<file path="config.mk">
export PLATFORM = sky130hd
export DESIGN_NAME = decred_chain_hub
export DESIGN_NICKNAME = d
export VERILOG_FILES = /design/src/rtl/decred_chain_hub.sv
export SDC_FILE = /design/constraint.sdc
export NUM_CORES = 1
export LEC_CHECK = 0
export BUFFER_PORTS_ARGS = -buffer_cell sky130_fd_sc_hd__buf_2
export CORE_MARGIN = 2
export CORE_UTILIZATION = 40
export CTS_CLUSTER_DIAMETER = 80
export CTS_CLUSTER_SIZE = 28
export DETAILED_ROUTE_END_ITERATION = 8
export GPL_ROUTABILITY_DRIVEN = 0
export SYNTH_ARGS = -nofsm -noshare
export SYNTH_HDL_FRONTEND = slang
export SYNTH_SLANG_ARGS = --single-unit
</file>
<file path="constraint.sdc">
create_clock -name iCLK -period 6.8 [get_ports iCLK]
set_clock_uncertainty 0.05 [all_clocks]
set_input_delay 0.34 -clock iCLK [delete_from_list [all_inputs] [get_ports iCLK]]
set_output_delay 0.34 -clock iCLK [all_outputs]
set_load 0.03 [all_outputs]
</file>
<file path="src/rtl/decred_chain_hub.sv">
// SPI fan-out hub: routes each host frame to the local bank, one client, all clients or none,
// and merges synchronised, latched, masked client interrupts into one registered host IRQ.
module decred_chain_hub #(
  parameter int unsigned       NUM_CLIENTS = 4,
  parameter int unsigned       ADDR_W      = 7,
  parameter int unsigned       IRQ_SYNC    = 2,
  parameter logic [ADDR_W-1:0] BCAST_ADDR  = '1,
  localparam int unsigned      IDX_W       = (NUM_CLIENTS > 1) ? $clog2(NUM_CLIENTS) : 1
) (
  input  logic                   iCLK,
  input  logic                   EXT_RESET_N,
  input  logic                   SCSN_fromHost,
  input  logic                   SCLK_fromHost,
  input  logic                   MOSI_fromHost,
  output logic                   MISO_toHost,
  input  logic                   address_strobe,
  input  logic [ADDR_W-1:0]      currentSPIAddr,
  input  logic [ADDR_W-1:0]      setSPIAddr,
  input  logic                   miso_local,
  output logic                   write_enable,
  input  logic                   cfg_write,
  input  logic [IDX_W-1:0]       cfg_index,
  input  logic [ADDR_W-1:0]      cfg_base,
  input  logic [ADDR_W-1:0]      cfg_span,
  output logic [NUM_CLIENTS-1:0] SCSN_toClient,
  output logic [NUM_CLIENTS-1:0] SCLK_toClient,
  output logic [NUM_CLIENTS-1:0] MOSI_toClient,
  input  logic [NUM_CLIENTS-1:0] MISO_fromClient,
  input  logic [NUM_CLIENTS-1:0] IRQ_fromClient,
  input  logic                   irq_local,
  input  logic [NUM_CLIENTS-1:0] irq_mask,
  input  logic [NUM_CLIENTS-1:0] irq_clear,
  output logic [NUM_CLIENTS-1:0] irq_pending,
  output logic                   IRQ_toHost,
  output logic [2:0]             route_state
);

  typedef enum logic [2:0] {
    IDLE   = 3'd0,
    HDR    = 3'd1,
    LOCAL  = 3'd2,
    FWD    = 3'd3,
    BCAST  = 3'd4,
    ORPHAN = 3'd5
  } state_e;

  state_e                                 state_q, state_d;
  logic [IDX_W-1:0]                       idx_q, idx_d;
  logic [NUM_CLIENTS-1:0]                 chan_en_q, chan_en_d;
  logic                                   we_q, we_d;
  logic [NUM_CLIENTS-1:0][ADDR_W-1:0]     base_q, base_d;
  logic [NUM_CLIENTS-1:0][ADDR_W-1:0]     span_q, span_d;
  logic [IRQ_SYNC-1:0][NUM_CLIENTS-1:0]   sync_q, sync_d;
  logic [NUM_CLIENTS-1:0]                 last_q, last_d;
  logic [NUM_CLIENTS-1:0]                 pend_q, pend_d;
  logic                                   irq_q, irq_d;
  logic                                   hit;
  logic [IDX_W-1:0]                       hit_idx;

  // Lowest-numbered enabled entry whose [base, base+span) holds the address; no wrap.
  always_comb begin
    hit     = 1'b0;
    hit_idx = '0;
    for (int unsigned i = 0; i < NUM_CLIENTS; i++) begin
      if (!hit && (span_q[i] != '0) &&
          ({1'b0, currentSPIAddr} >= {1'b0, base_q[i]}) &&
          ({1'b0, currentSPIAddr} < ({1'b0, base_q[i]} + {1'b0, span_q[i]}))) begin
        hit     = 1'b1;
        hit_idx = IDX_W'(i);
      end
    end
  end

  always_comb begin
    state_d = state_q;
    idx_d   = idx_q;
    if (SCSN_fromHost) begin
      state_d = IDLE;
    end else begin
      case (state_q)
        IDLE: state_d = HDR;
        HDR: begin
          if (address_strobe) begin
            if (currentSPIAddr == setSPIAddr)      state_d = LOCAL;
            else if (currentSPIAddr == BCAST_ADDR) state_d = BCAST;
            else if (hit) begin
              state_d = FWD;
              idx_d   = hit_idx;
            end else                               state_d = ORPHAN;
          end
        end
        default: ;
      endcase
    end

    chan_en_d = '1;
    we_d      = 1'b0;
    case (state_d)
      LOCAL: begin
        chan_en_d = '0;
        we_d      = 1'b1;
      end
      FWD: begin
        for (int unsigned i = 0; i < NUM_CLIENTS; i++) chan_en_d[i] = (idx_d == IDX_W'(i));
      end
      BCAST:   we_d = 1'b1;
      ORPHAN:  chan_en_d = '0;
      default: ;
    endcase
  end

  always_comb begin
    case (state_q)
      FWD:     MISO_toHost = MISO_fromClient[idx_q];
      ORPHAN:  MISO_toHost = 1'b0;
      default: MISO_toHost = miso_local;
    endcase
  end

  always_comb begin
    base_d = base_q;
    span_d = span_q;
    if (cfg_write && (32'(cfg_index) < NUM_CLIENTS)) begin
      base_d[cfg_index] = cfg_base;
      span_d[cfg_index] = cfg_span;
    end
  end

  always_comb begin
    sync_d = {sync_q[IRQ_SYNC-2:0], IRQ_fromClient};
    last_d = sync_q[IRQ_SYNC-1];
    pend_d = (pend_q & ~irq_clear) | (sync_q[IRQ_SYNC-1] & ~last_q);
    irq_d  = (|(pend_q & irq_mask)) | irq_local;
  end

  always_ff @(posedge iCLK or negedge EXT_RESET_N) begin
    if (!EXT_RESET_N) begin
      state_q   <= IDLE;
      idx_q     <= '0;
      chan_en_q <= '1;
      we_q      <= 1'b0;
      base_q    <= '0;
      span_q    <= '0;
      span_q[0] <= '1;
      sync_q    <= '0;
      last_q    <= '0;
      pend_q    <= '0;
      irq_q     <= 1'b0;
    end else begin
      state_q   <= state_d;
      idx_q     <= idx_d;
      chan_en_q <= chan_en_d;
      we_q      <= we_d;
      base_q    <= base_d;
      span_q    <= span_d;
      sync_q    <= sync_d;
      last_q    <= last_d;
      pend_q    <= pend_d;
      irq_q     <= irq_d;
    end
  end

  // Reset forces every client select inactive even though chan_en resets to all ones.
  assign SCSN_toClient = {NUM_CLIENTS{SCSN_fromHost | ~EXT_RESET_N}} | ~chan_en_q;
  assign SCLK_toClient = {NUM_CLIENTS{SCLK_fromHost}};
  assign MOSI_toClient = {NUM_CLIENTS{MOSI_fromHost}};
  assign write_enable  = we_q;
  assign irq_pending   = pend_q;
  assign IRQ_toHost    = irq_q;
  assign route_state   = state_q;

endmodule

</file>
---- Word-level counts from Yosys, hierarchy flattened ----
Cells that the tools add are included.
storage, ports and cells
  flip-flop bits (word level) ............. 83
  bits in latches ......................... 0
  memory bits (writable) .................. 0
  ROM bits ................................ 0
  output and inout port bits .............. 22
  word-level logic and storage cells ...... 107
  memories kept ........................... 0
cells by class
  $add $sub $neg .......................... 4
  $mul .................................... 0
  divide/modulo/power cells ............... 0
  order comparisons ....................... 11
  eq/ne operators ......................... 12
  shift-type cells ........................ 0
  mux-type cells .......................... 28
  bitwise logic cells ..................... 11
  reduce and logical (&&, ||, !) cells .... 24
operators by type and width
  cell                count
  $bwmux 28           2
  $add 7x7->8         4
  $lt 7x8->1          4
  $ge 7x7->1          4
  $reduce_bool 7->1   4
  $mux 2              8
  $mux 3              5
  $demux 7 s2         1
  $and 4x4->4         3
  $logic_and 1x1->1   12
  $not 4->4           3
  $eq 3x2->1 const B  3
  $eq 3x3->1 const B  3
  $or 4x4->4          2
  $pmux 4 s2          1
  $eq 7x7->1          1
  $eq 7x7->1 const B  1
  $mux 1              7
  $mux 7              1
  $lt 2x3->1 const B  2
  $pmux 3 s2          1
  $eq 2x2->1 const B  2
  $reduce_or 2->1     2
  $reduce_or 4->1     1
  10 further kinds    13

---- Longest topological paths before layout ----
Gate-level depths: netlist (run 1).
  word-level depth ........................ 28
  mapped depth ............................ 19

---- Worst setup path after synthesis (run 1) ----
OpenSTA, ideal clock, no wires.
  path type ............................... register to register
  start ................................... register base_q[14] in the netlist's numbering
  end ..................................... register chan_en_q[2]
  library setup time ...................... 0.076 ns
  arrival time ............................ 3.534 ns
  path slack .............................. 3.140 ns
  cell stages (with the launch flop) ...... 18
  clock period less this slack ............ 3.660 ns
  cells stage by stage .................... dfrtp_1 ha_1 fa_1 a21o_1 a21oi_1 o21bai_1 a21oi_1 xor2_1 ha_1 and4b_1 o21ai_0 o221ai_1 a32oi_1 o211ai_1 o2111ai_2 inv_2 or4b_1 a22oi_2
on the way
  elaborated cells between the ends (all ways) .. 31
  classes of those cells .................. add/sub (1); order compare (2); eq/ne (4); mux (17); reduce/logical (7)
RTL lines
  what                                                    RTL line  source
  start, declared                                         51        logic [NUM_CLIENTS-1:0][ADDR_W-1:0] base_q, base_d;
  start signal, assigned                                  154       base_q <= base_d;
  $add 7x7->8 / $ge 7x7->1 (equally long branches)        67, 66
  $lt 7x8->1 / $logic_and 1x1->1 (equally long branches)  67, 65
  $logic_and 1x1->1 (*)                                   66        ({1'b0, currentSPIAddr} >= {1'b0, base_q[i]}) &&
  $mux 1                                                  65        if (!hit && (span_q[i] != '0) &&
  $logic_not 1->1                                         65
  $logic_and 1x1->1 (2 in series)                         65
  $logic_and 1x1->1                                       66
  $mux 2 / $mux 1 (equally long branches)                 65
  (+2 left out)                                           -
  $mux 2 (*)                                              84        if (currentSPIAddr == setSPIAddr) state_d = LOCAL;
  $mux 2 (*)                                              83        if (address_strobe) begin
  $mux 2 (*)                                              80        case (state_q)
  $mux 2 (*)                                              77        if (SCSN_fromHost) begin
  net idx_d[0]                                            48        logic [IDX_W-1:0] idx_q, idx_d;
  $eq 2x2->1 (*)                                          104       for (int unsigned i = 0; i < NUM_CLIENTS; i++) chan_en_d[i] = (idx_d == IDX_W'(i));
  $pmux 4 s2 (*)                                          98        case (state_d)
  net chan_en_d[2]                                        49        logic [NUM_CLIENTS-1:0] chan_en_q, chan_en_d;
  end signal, assigned                                    152       chan_en_q <= chan_en_d;
  end, declared                                           49
The timed path passes the listed nets; every way through them passes the cells marked *.
A chain may end at the register's enable or synchronous reset.

---- Worst setup path in the final report (run 1) ----
  start ................................... register base_q[0] in the netlist's numbering
  end ..................................... register chan_en_q[2]
on the way
  elaborated cells between the ends (all ways) .. 42
  classes of those cells .................. add/sub (1); order compare (2); eq/ne (4); mux (20); reduce/logical (15)
RTL lines
  what                                                    RTL line
  $add 7x7->8 / $ge 7x7->1 (equally long branches)        67, 66
  $lt 7x8->1 / $logic_and 1x1->1 (equally long branches)  67, 65
  $logic_and 1x1->1 (*)                                   66
  $mux 1 (*)                                              65
  $logic_not 1->1                                         65
  $logic_and 1x1->1 (2 in series)                         65
  $logic_and 1x1->1                                       66
  $mux 1                                                  65
  (+12 left out)                                          -
  $mux 2 (*)                                              84
  $mux 2 (*)                                              83
  $mux 2 (*)                                              80
  $mux 2 (*)                                              77
  net idx_d[0]                                            48
  $eq 2x2->1 (*)                                          104
  $pmux 4 s2 (*)                                          98
  net chan_en_d[2]                                        49
Marked as above.

==> summary.md, run 1 <==
| Metric | Value |
|---|---|
| Port bufs | 66 |
| Wire per inst | 17.27 µm |
| Fraction of layout cells with a size suffix above 1 | 0.2630 |
| CTS tree | done |
| Die area | 15,010 µm² |
| Max-slew headroom | 0.3896 |
| Design Area, Final | 6431 µm² |
| CTS resizes | 0 |
| Met3 Usage GRT | 0.03671 |
| # Post-CTS Setup Buffers | 0 |
| Critical Path Sink Type | flop |
| Clock Sinks | 83 |
| Final Hold Vio Count | 0 |
| Worst hold path type | input port to flop |
| Clock-pin slew on the worst setup and hold paths | 0.06 ns |
| Met2 Use GR | 0.3160 |
| Initial antenna violation count | 0 |
| Antenna Nets Post-Route | 0 |
| CP max-delay cell | or4b_1 |
| Synth cell types | 63 |
| Post-synthesis register bit count | 83 |
| Tot GR Track Use | 0.1878 |
| Post-Synthesis Cells | 525 |
| GRT Residual Overflow | 0 |
| Hold-fix buffers, CTS | 1 |
| Fill cells | 1,300 |
| Sequential-to-total area share from yosys stat | 0.3722 |
| CTS Buf Count | 9 |
| Setup TNS | 0 ns |
| Final core occ | 0.4669 |
| Async set or reset register ratio after synthesis | 1.000 |
| Crit path max fanout | 4 |
| Prevailing post-synth register cell | dfrtp_1 |
| Fmax achieved | 242.8 MHz |
| Cell Pwr Density | 320.7 nW/µm² |
| Final min period | 4.119 ns |
| P&R area growth vs syn | 14.48% |
| Slew Limit Fails | 0 |
| Worst EP required | 7.01 ns |
| Die Width | 122.5 µm |
| # diodes | 0 |
| Worst skew pair latency | 0.34 ns |
| Die span in y | 122.5 µm |
| DRT Pass-1 Iters | 5 |
| Unrepaired setup endpoints after global routing | no |
| Vias per cell | 5.396 |
| DRC Markers | 0 |
| Row count | 43 |
| First-pass GRT wire length | 21,240 µm |
| Max-cap violation count | 0 |
| Htree depth | 3 |
| Cells along the critical path | ha_1, fa_1, a21o_1, a21oi_1, o21bai_1, a21oi_1, xor2_1, ha_1, nor2_1, or3_1, o31ai_1, a211oi_1, nand2_1, o2111ai_2, inv_2, or4b_1, a22oi_2 |
| Initial core utilization | 0.4079 |
| Final setup violation count | 0 |
| Root buffer cell | clkbuf_16 |
| Layout Nets | 731 |
| Outcome | completed |
| CTS Buffer Depth | 2 |
| Maximum cell stage delay along the critical path | 0.55 ns |
| Core area | 13,770 µm² |
| Net count after synthesis | 664 |
| Busiest grt layer | met2 |
| Detailed placement HPWL | 10,210 µm |
| Met1 usage | 0.2496 |
| Largest net degree at the start of global routing | 74 |
| Post-synth EDFFs | 0 |
| Placed Area | 6117 µm² |
| Worst IR Drop VDD | 137.5 µV |
| Synthesized area | 5618 µm² |
| IO Pins | 77 |
| Routed Wire Length | 13,420 µm |
| Actual slew at the worst max-slew pin | 0.9156 ns |
| Iter 0 DRT Violations | 185 |
| Synth Warn # | 0 |
| Number of global-route vias before repair | 4,092 |
| CP Launch Type | flop |
| Mapped Avg Cell Area | 10.70 µm² |
| Period utilization | 0.6058 |
| Setup CP Type | flop to flop |
| Vias | 4,193 |
| Arr. time, crit path | 4.33 ns |
| Leak pwr | 0.003051 µW |
registers in the layout, summed over array words and instances (netlist names), 2 cells and up:
name	count
idx_q	2
route_state	3
base_q	28
sync_d	4
irq_pending	4
span_q	28
last_q	4
last_d	4
chan_en_q	4
through the flow:
stage | cells | hold WS, ns | worst slack [ns] | total power (µW)
2_1_floorplan | 525 | -0.005591 | 3.140 | 1348
3_3_place_gp | 760 | 0.1295 | 2.816 | 1534
3_5_place_dp | 760 | 0.1342 | 2.682 | 1568
4_1_cts | 777 | 0.04008 | 2.659 | 2076
5_1_grt | 777 | 0.03835 | 2.265 | 2233
6_report | 777 | 0.05392 | 2.681 | 2063
synthesized netlist by cell type, types with 7 or more instances:
master    n  share of area
buf_4     8          0.011
nor3_1    7         0.0062
ha_1     80           0.18
xor2_1   16          0.025
nor2b_1   7         0.0078
dfstp_2  11          0.051
nor2_1   16          0.011
a21oi_1  39          0.035
nand2_1  29          0.019
mux2_2   50           0.10
inv_1    43          0.029
xnor2_1  11          0.017
a21o_1   13          0.017
o21ai_0  22          0.020
dfrtp_1  72           0.32
layout make-up:
| type | instances | area, µm² | area share |
|---|---|---|---|
| inverters | 44 | 165.2 | 0.02568 |
| well taps | 180 | 225.2 | 0.03502 |
| repair buffers | 69 | 357.8 | 0.05564 |
| clock inverters | 6 | 65.06 | 0.01012 |
| clock buffers | 10 | 239.0 | 0.03716 |
| multi-input cells | 385 | 3288 | 0.5113 |
| flip-flops and latches | 83 | 2091 | 0.3251 |
placed cells by master, fill, tap and decap left out, types with 3 or more instances in the layout:
cell type / instances
nand3b_1: 3
a21oi_1: 39
inv_1: 43
a21o_1: 13
a22oi_1: 3
mux2_2: 50
nor3_1: 7
nand3_1: 3
a211o_1: 3
o21bai_1: 6
nand2b_1: 5
buf_2: 65
o21a_1: 5
clkbuf_16: 9
a211oi_1: 6
fa_1: 4
o211ai_1: 6
xnor2_1: 11
nor4_1: 3
dfstp_2: 11
nor2b_1: 7
nand2_1: 29
o22ai_1: 4
a221o_1: 3
nor2_1: 16
dfrtp_1: 72
and3_1: 3
o21ai_1: 3
buf_4: 3
o21ai_0: 22
ha_1: 80
xor2_1: 16
where the power goes:
| group | leakage [µW] | switching, µW | internal (µW) |
|---|---|---|---|
| Sequential | 0.000975 | 78.6 | 594 |
| Clock | 0.000148 | 200 | 294 |
| Combinational | 0.00193 | 476 | 419 |
worst max-delay path, delay by kind of cell (launching register included):
family,cells,cell delay [ns]
AO/OA/AOI/OAI,8,1.52
XOR/XNOR,1,0.16
flip-flops,1,0.40
buffers and inverters,1,0.07
adder cells (fa/ha/maj),3,0.90
AND/OR/NAND/NOR,4,0.92
layer usage:
layer  share of wire  vias up
li1                -     2048
met1            0.47     2054
met2            0.48       82
met3           0.041        9
met4          0.0095        0
met5               0        -
path summary, 6_finish.rpt:
kind / slack [ns] / cells past startpoint / from / endpoint
min in group asynchronous: 0.32 / 2 / EXT_RESET_N / route_state[1]
setup reg to reg: 2.68 / 17 / base_q[0] / chan_en_q[2]
hold reg to reg: 0.30 / 0 / sync_d[6] / last_d[2]
setup / recovery: 2.68 / 17 / base_q[0] / chan_en_q[2]
max in group asynchronous: 5.24 / 3 / EXT_RESET_N / last_q[0]
hold / removal: 0.05 / 1 / IRQ_fromClient[1] / sync_d[5]
kinds of logic after synthesis:
family                   after synthesis  synth area share
flip-flops                            83            0.3722
AND/OR/NAND/NOR                       91           0.08819
AO/OA/AOI/OAI                        131            0.1557
multiplexers                          52            0.1060
adder cells (fa/ha/maj)               84            0.1924
buffers and inverters                 57           0.04343
XOR/XNOR                              27           0.04209
Note: power is estimated with default switching activity, not from simulation.
==> run 2: changes to the inputs <==
--- a/config.mk
+++ b/config.mk
@@ -5,6 +5,7 @@
 export SDC_FILE = /design/constraint.sdc
 export NUM_CORES = 1
 export LEC_CHECK = 0
+export ABC_AREA = 1
 export BUFFER_PORTS_ARGS = -buffer_cell sky130_fd_sc_hd__buf_2
 export CORE_MARGIN = 2
 export CORE_UTILIZATION = 40
==> constraint.sdc (replaced) <==
create_clock -name iCLK -period 3.3 [get_ports iCLK]
set_clock_uncertainty 0.05 [all_clocks]
set_input_delay 0.165 -clock iCLK [delete_from_list [all_inputs] [get_ports iCLK]]
set_output_delay 0.165 -clock iCLK [all_outputs]
set_load 0.03 [all_outputs]
==> summary.md, run 2 <==
| Metric | Value |
|---|---|
| Post-Synthesis Cells | 706 (was 525) |
| Most common cell after layout, fill and taps aside | nand2_1 (was ha_1) |
| Sw Ratio | 0.3843 (was 0.3660) |
| Worst IR Drop VDD | 268.6 µV (was 137.5 µV) |
| GRT Residual Overflow | 0 (unchanged) |
| Maximum cell stage delay along the critical path | 0.40 ns (was 0.55 ns) |
| Complex-gate fraction of the synthesized area | 0.1182 (was 0.1557) |
| Fin Hold WS | 0.01312 ns (was 0.05392 ns) |
| Final core occ | 0.4839 (was 0.4669) |
| CP max-delay cell | dfrtp_1 (was or4b_1) |
| Clock Sinks | 83 (unchanged) |
| P_sw | 1544 µW (was 754.8 µW) |
| Die Width | 123.8 µm (was 122.5 µm) |
| IO Pins | 77 (unchanged) |
| Place WS | 0.04756 ns (was 2.682 ns) |
| DRT Pass-1 Iters | 4 (was 5) |
| Sequential-to-total area share from yosys stat | 0.3644 (was 0.3722) |
| Async set or reset register ratio after synthesis | 1.000 (unchanged) |
| Final Hold Vio Count | 0 (unchanged) |
| Arr. time, crit path | 3.44 ns (was 4.33 ns) |
| Die span in y | 123.8 µm (was 122.5 µm) |
| Int Power | 2474 µW (was 1308 µW) |
| DRC Markers | 0 (unchanged) |
| Sequential share of power | 0.336 (was 0.326) |
| Reg2reg path depth | 20 (was 17) |
| Synth Warn # | 0 (unchanged) |
| Crit path max fanout | 4 (unchanged) |
| Hold path cells | 2 (was 1) |
| Die area | 15,320 µm² (was 15,010 µm²) |
| Top Registers | base_q x28, span_q x28 (unchanged) |
| Fmax achieved | 312.0 MHz (was 242.8 MHz) |
| Mapped Avg Cell Area | 8.126 µm² (was 10.70 µm²) |
| Cells along the critical path | ha_2, inv_2, fa_2, o21ai_2, nand2_1, a21oi_1, nor2_1, xor2_1, ha_1, nand4_1, nand2_1, nor2_1, nand3_2, nand4_1, nand2_1, nand3_1, nand2_2, nor2_2, nand3_1, nand2_1 (was ha_1, fa_1, a21o_1, a21oi_1, o21bai_1, a21oi_1, xor2_1, ha_1, nor2_1, or3_1, o31ai_1, a211oi_1, nand2_1, o2111ai_2, inv_2, or4b_1, a22oi_2) |
| Initial core utilization | 0.4117 (was 0.4079) |
| Synthesized area | 5737 µm² (was 5618 µm²) |
| Routed Wire Length | 14,880 µm (was 13,420 µm) |
| Count leader, synth | nand2_1 (was ha_1) |
| Final min period | 3.205 ns (was 4.119 ns) |
| Row count | 43 (unchanged) |
| Vias per cell | 5.057 (was 5.396) |
| Unrepaired setup endpoints after global routing | yes (was no) |
| Worst hold path type | input port to flop (unchanged) |
| Mux contribution to synthesized area | 0 (was 0.1060) |
| Setup CP Type | flop to flop (unchanged) |
| Cell Pwr Density | 596.0 nW/µm² (was 320.7 nW/µm²) |
| Worst skew pair latency | 0.34 ns (about the same) |
| Actual slew at the worst max-slew pin | 0.8742 ns (was 0.9156 ns) |
| Outcome | completed (unchanged) |
| Core area | 13,930 µm² (was 13,770 µm²) |
| Synth cell types | 36 (was 63) |
| Ranking of synthesized cells by area | dfrtp_1 31%, ha_1 17%, nand2_1 10% (was dfrtp_1 32%, ha_1 18%, mux2_2 10%) |
| Root buffer cell | clkbuf_16 (unchanged) |
| Slew Limit Fails | 0 (unchanged) |
| Largest family of logic cells by synthesized area | simple AND/OR/NAND/NOR gates (was adder cells) |
| Detailed placement HPWL | 10,960 µm (was 10,210 µm) |
| Synth Area in XOR/XNOR | 0.03817 (was 0.04209) |
| Post-synth EDFFs | 0 (unchanged) |
| Fin worst setup slack | 0.09521 ns (was 2.681 ns) |
| Layout Nets | 927 (was 731) |
| Antenna Nets Post-Route | 0 (unchanged) |
| Tot GR Track Use | 0.2004 (was 0.1878) |
| Initial antenna violation count | 0 (unchanged) |
| Net count after synthesis | 845 (was 664) |
| Most frequent cells in the layout | 158 x nand2_1, 92 x inv_1, 77 x ha_1 (was 80 x ha_1, 72 x dfrtp_1, 65 x buf_2) |
| Max-cap violation count | 0 (unchanged) |
| Clock network fraction of design power | 0.258 (was 0.240) |
| CTS Buffer Depth | 2 (unchanged) |
| Iter 0 DRT Violations | 259 (was 185) |
| Number of global-route vias before repair | 4,774 (was 4,092) |
| Critical Path Sink Type | flop (unchanged) |
| Post-synthesis register bit count | 83 (unchanged) |
| Period utilization | 0.9711 (was 0.6058) |
| CP Launch Type | flop (unchanged) |
| Area leader, netlist | dfrtp_1 (unchanged) |
| Commonest cells in the netlist | 159 x nand2_1, 93 x inv_1, 80 x ha_1 (was 80 x ha_1, 72 x dfrtp_1, 50 x mux2_2) |
| First-pass GRT wire length | 23,330 µm (was 21,240 µm) |
| Prevailing post-synth register cell | dfrtp_1 (unchanged) |
| Leak pwr | 0.003480 µW (was 0.003051 µW) |
| Tot Pwr | 4018 µW (was 2063 µW) |
| CP dominant cell by count | nand2_1 |
| Final setup violation count | 0 (unchanged) |
| Vias | 4,920 (was 4,193) |
| Wire per inst | 15.29 µm (was 17.27 µm) |
| P&R area growth vs syn | 17.54% (was 14.48%) |
| Largest net degree at the start of global routing | 46 (was 74) |
| Fraction of layout cells with a size suffix above 1 | 0.1690 (was 0.2630) |
| Htree depth | 3 (unchanged) |
| # diodes | 0 (unchanged) |
| Synth Area in Simple Gates | 0.2135 (was 0.08820) |
| Comb pwr share | 0.407 (was 0.434) |
| Port bufs | 66 (unchanged) |
| Clock-pin slew on the worst setup and hold paths | 0.07 ns (was 0.06 ns) |
| CTS tree | done (unchanged) |
| Synth top area share | 0.3141 (was 0.3207) |
| Adder-cell area share of the yosys netlist | 0.1884 (was 0.1924) |
| Max-slew headroom | 0.4155 (was 0.3896) |
| CTS Buf Count | 9 (unchanged) |
| Worst EP required | 3.54 ns (was 7.01 ns) |
run 2: kinds of logic after synthesis:
family / after synthesis
xor gates and xnor gates: 25
buffers and inverters: 110
adders and majority gates: 84
DFF: 83
AOI/OAI and AO/OA: 128
and+or+nand+nor: 276
run 2: area by class of cell:
type | instances | area [µm²]
fillers | 1337 | 7192
multi-input cells | 513 | 3253
flip-flops and latches | 83 | 2091
repair buffers | 87 | 520.5
inverters | 94 | 352.8
clock buffers | 10 | 229.0
well taps | 180 | 225.2
clock inverters | 6 | 71.32
run 2: timing repair:
item / in CTS / in global routing
hold buffers: 12 / 0
setup endpoints to repair: 0 / 7
buffers inserted: 0 / 7
resized for setup: 0 / 14
hold endpoints to repair: 45 / 0
run 2: path summary, 6_finish.rpt:
check	endpoint	start	slack, ns
setup / recovery	chan_en_q[2]	base_q[7]	0.1
setup reg to reg	chan_en_q[2]	base_q[7]	0.1
hold / removal	route_state[2]	SCSN_fromHost	0.01
hold reg to reg	last_d[1]	sync_d[5]	0.30
max in group asynchronous	span_q[6]	EXT_RESET_N	1.92
min in group asynchronous	write_enable	EXT_RESET_N	0.31
run 2: metal layers:
metal	up-vias	track usage	wire, µm
li1	2497	-	-
met1	2311	0.2589	6676
met2	86	0.3427	7271
met3	26	0.02610	571
met4	0	0.07457	357
met5	-	0	0
run 2: through the flow:
stage | instances | TNS [ns] | instance area (µm²)
floorplan | 706 | 0 | 5737
finish | 973 | 0 | 6743
global route | 973 | -0.6076 | 6743
global placement | 938 | 0 | 6220
detailed placement | 938 | 0 | 6220
CTS | 966 | 0 | 6640
run 2: worst max-delay path, delay by kind of cell (launching register included):
family	cells	cell delay [ns]
buffers and inverters	1	0.04
AO/OA/AOI/OAI	2	0.28
XOR/XNOR	1	0.17
flip-flops	1	0.40
AND/OR/NAND/NOR	13	1.35
adder cells (fa/ha/maj)	3	0.87
run 2: power by group through the flow:
| stage | Combinational [µW] | Sequential [µW] | Clock, µW |
|---|---|---|---|
| 2_1_floorplan | 1170 | 1340 | 0 |
| 3_3_place_gp | 1490 | 1360 | 0 |
| 3_5_place_dp | 1550 | 1360 | 0 |
| 4_1_cts | 1570 | 1350 | 1050 |
| 5_1_grt | 1870 | 1370 | 1090 |
| 6_report | 1630 | 1350 | 1040 |
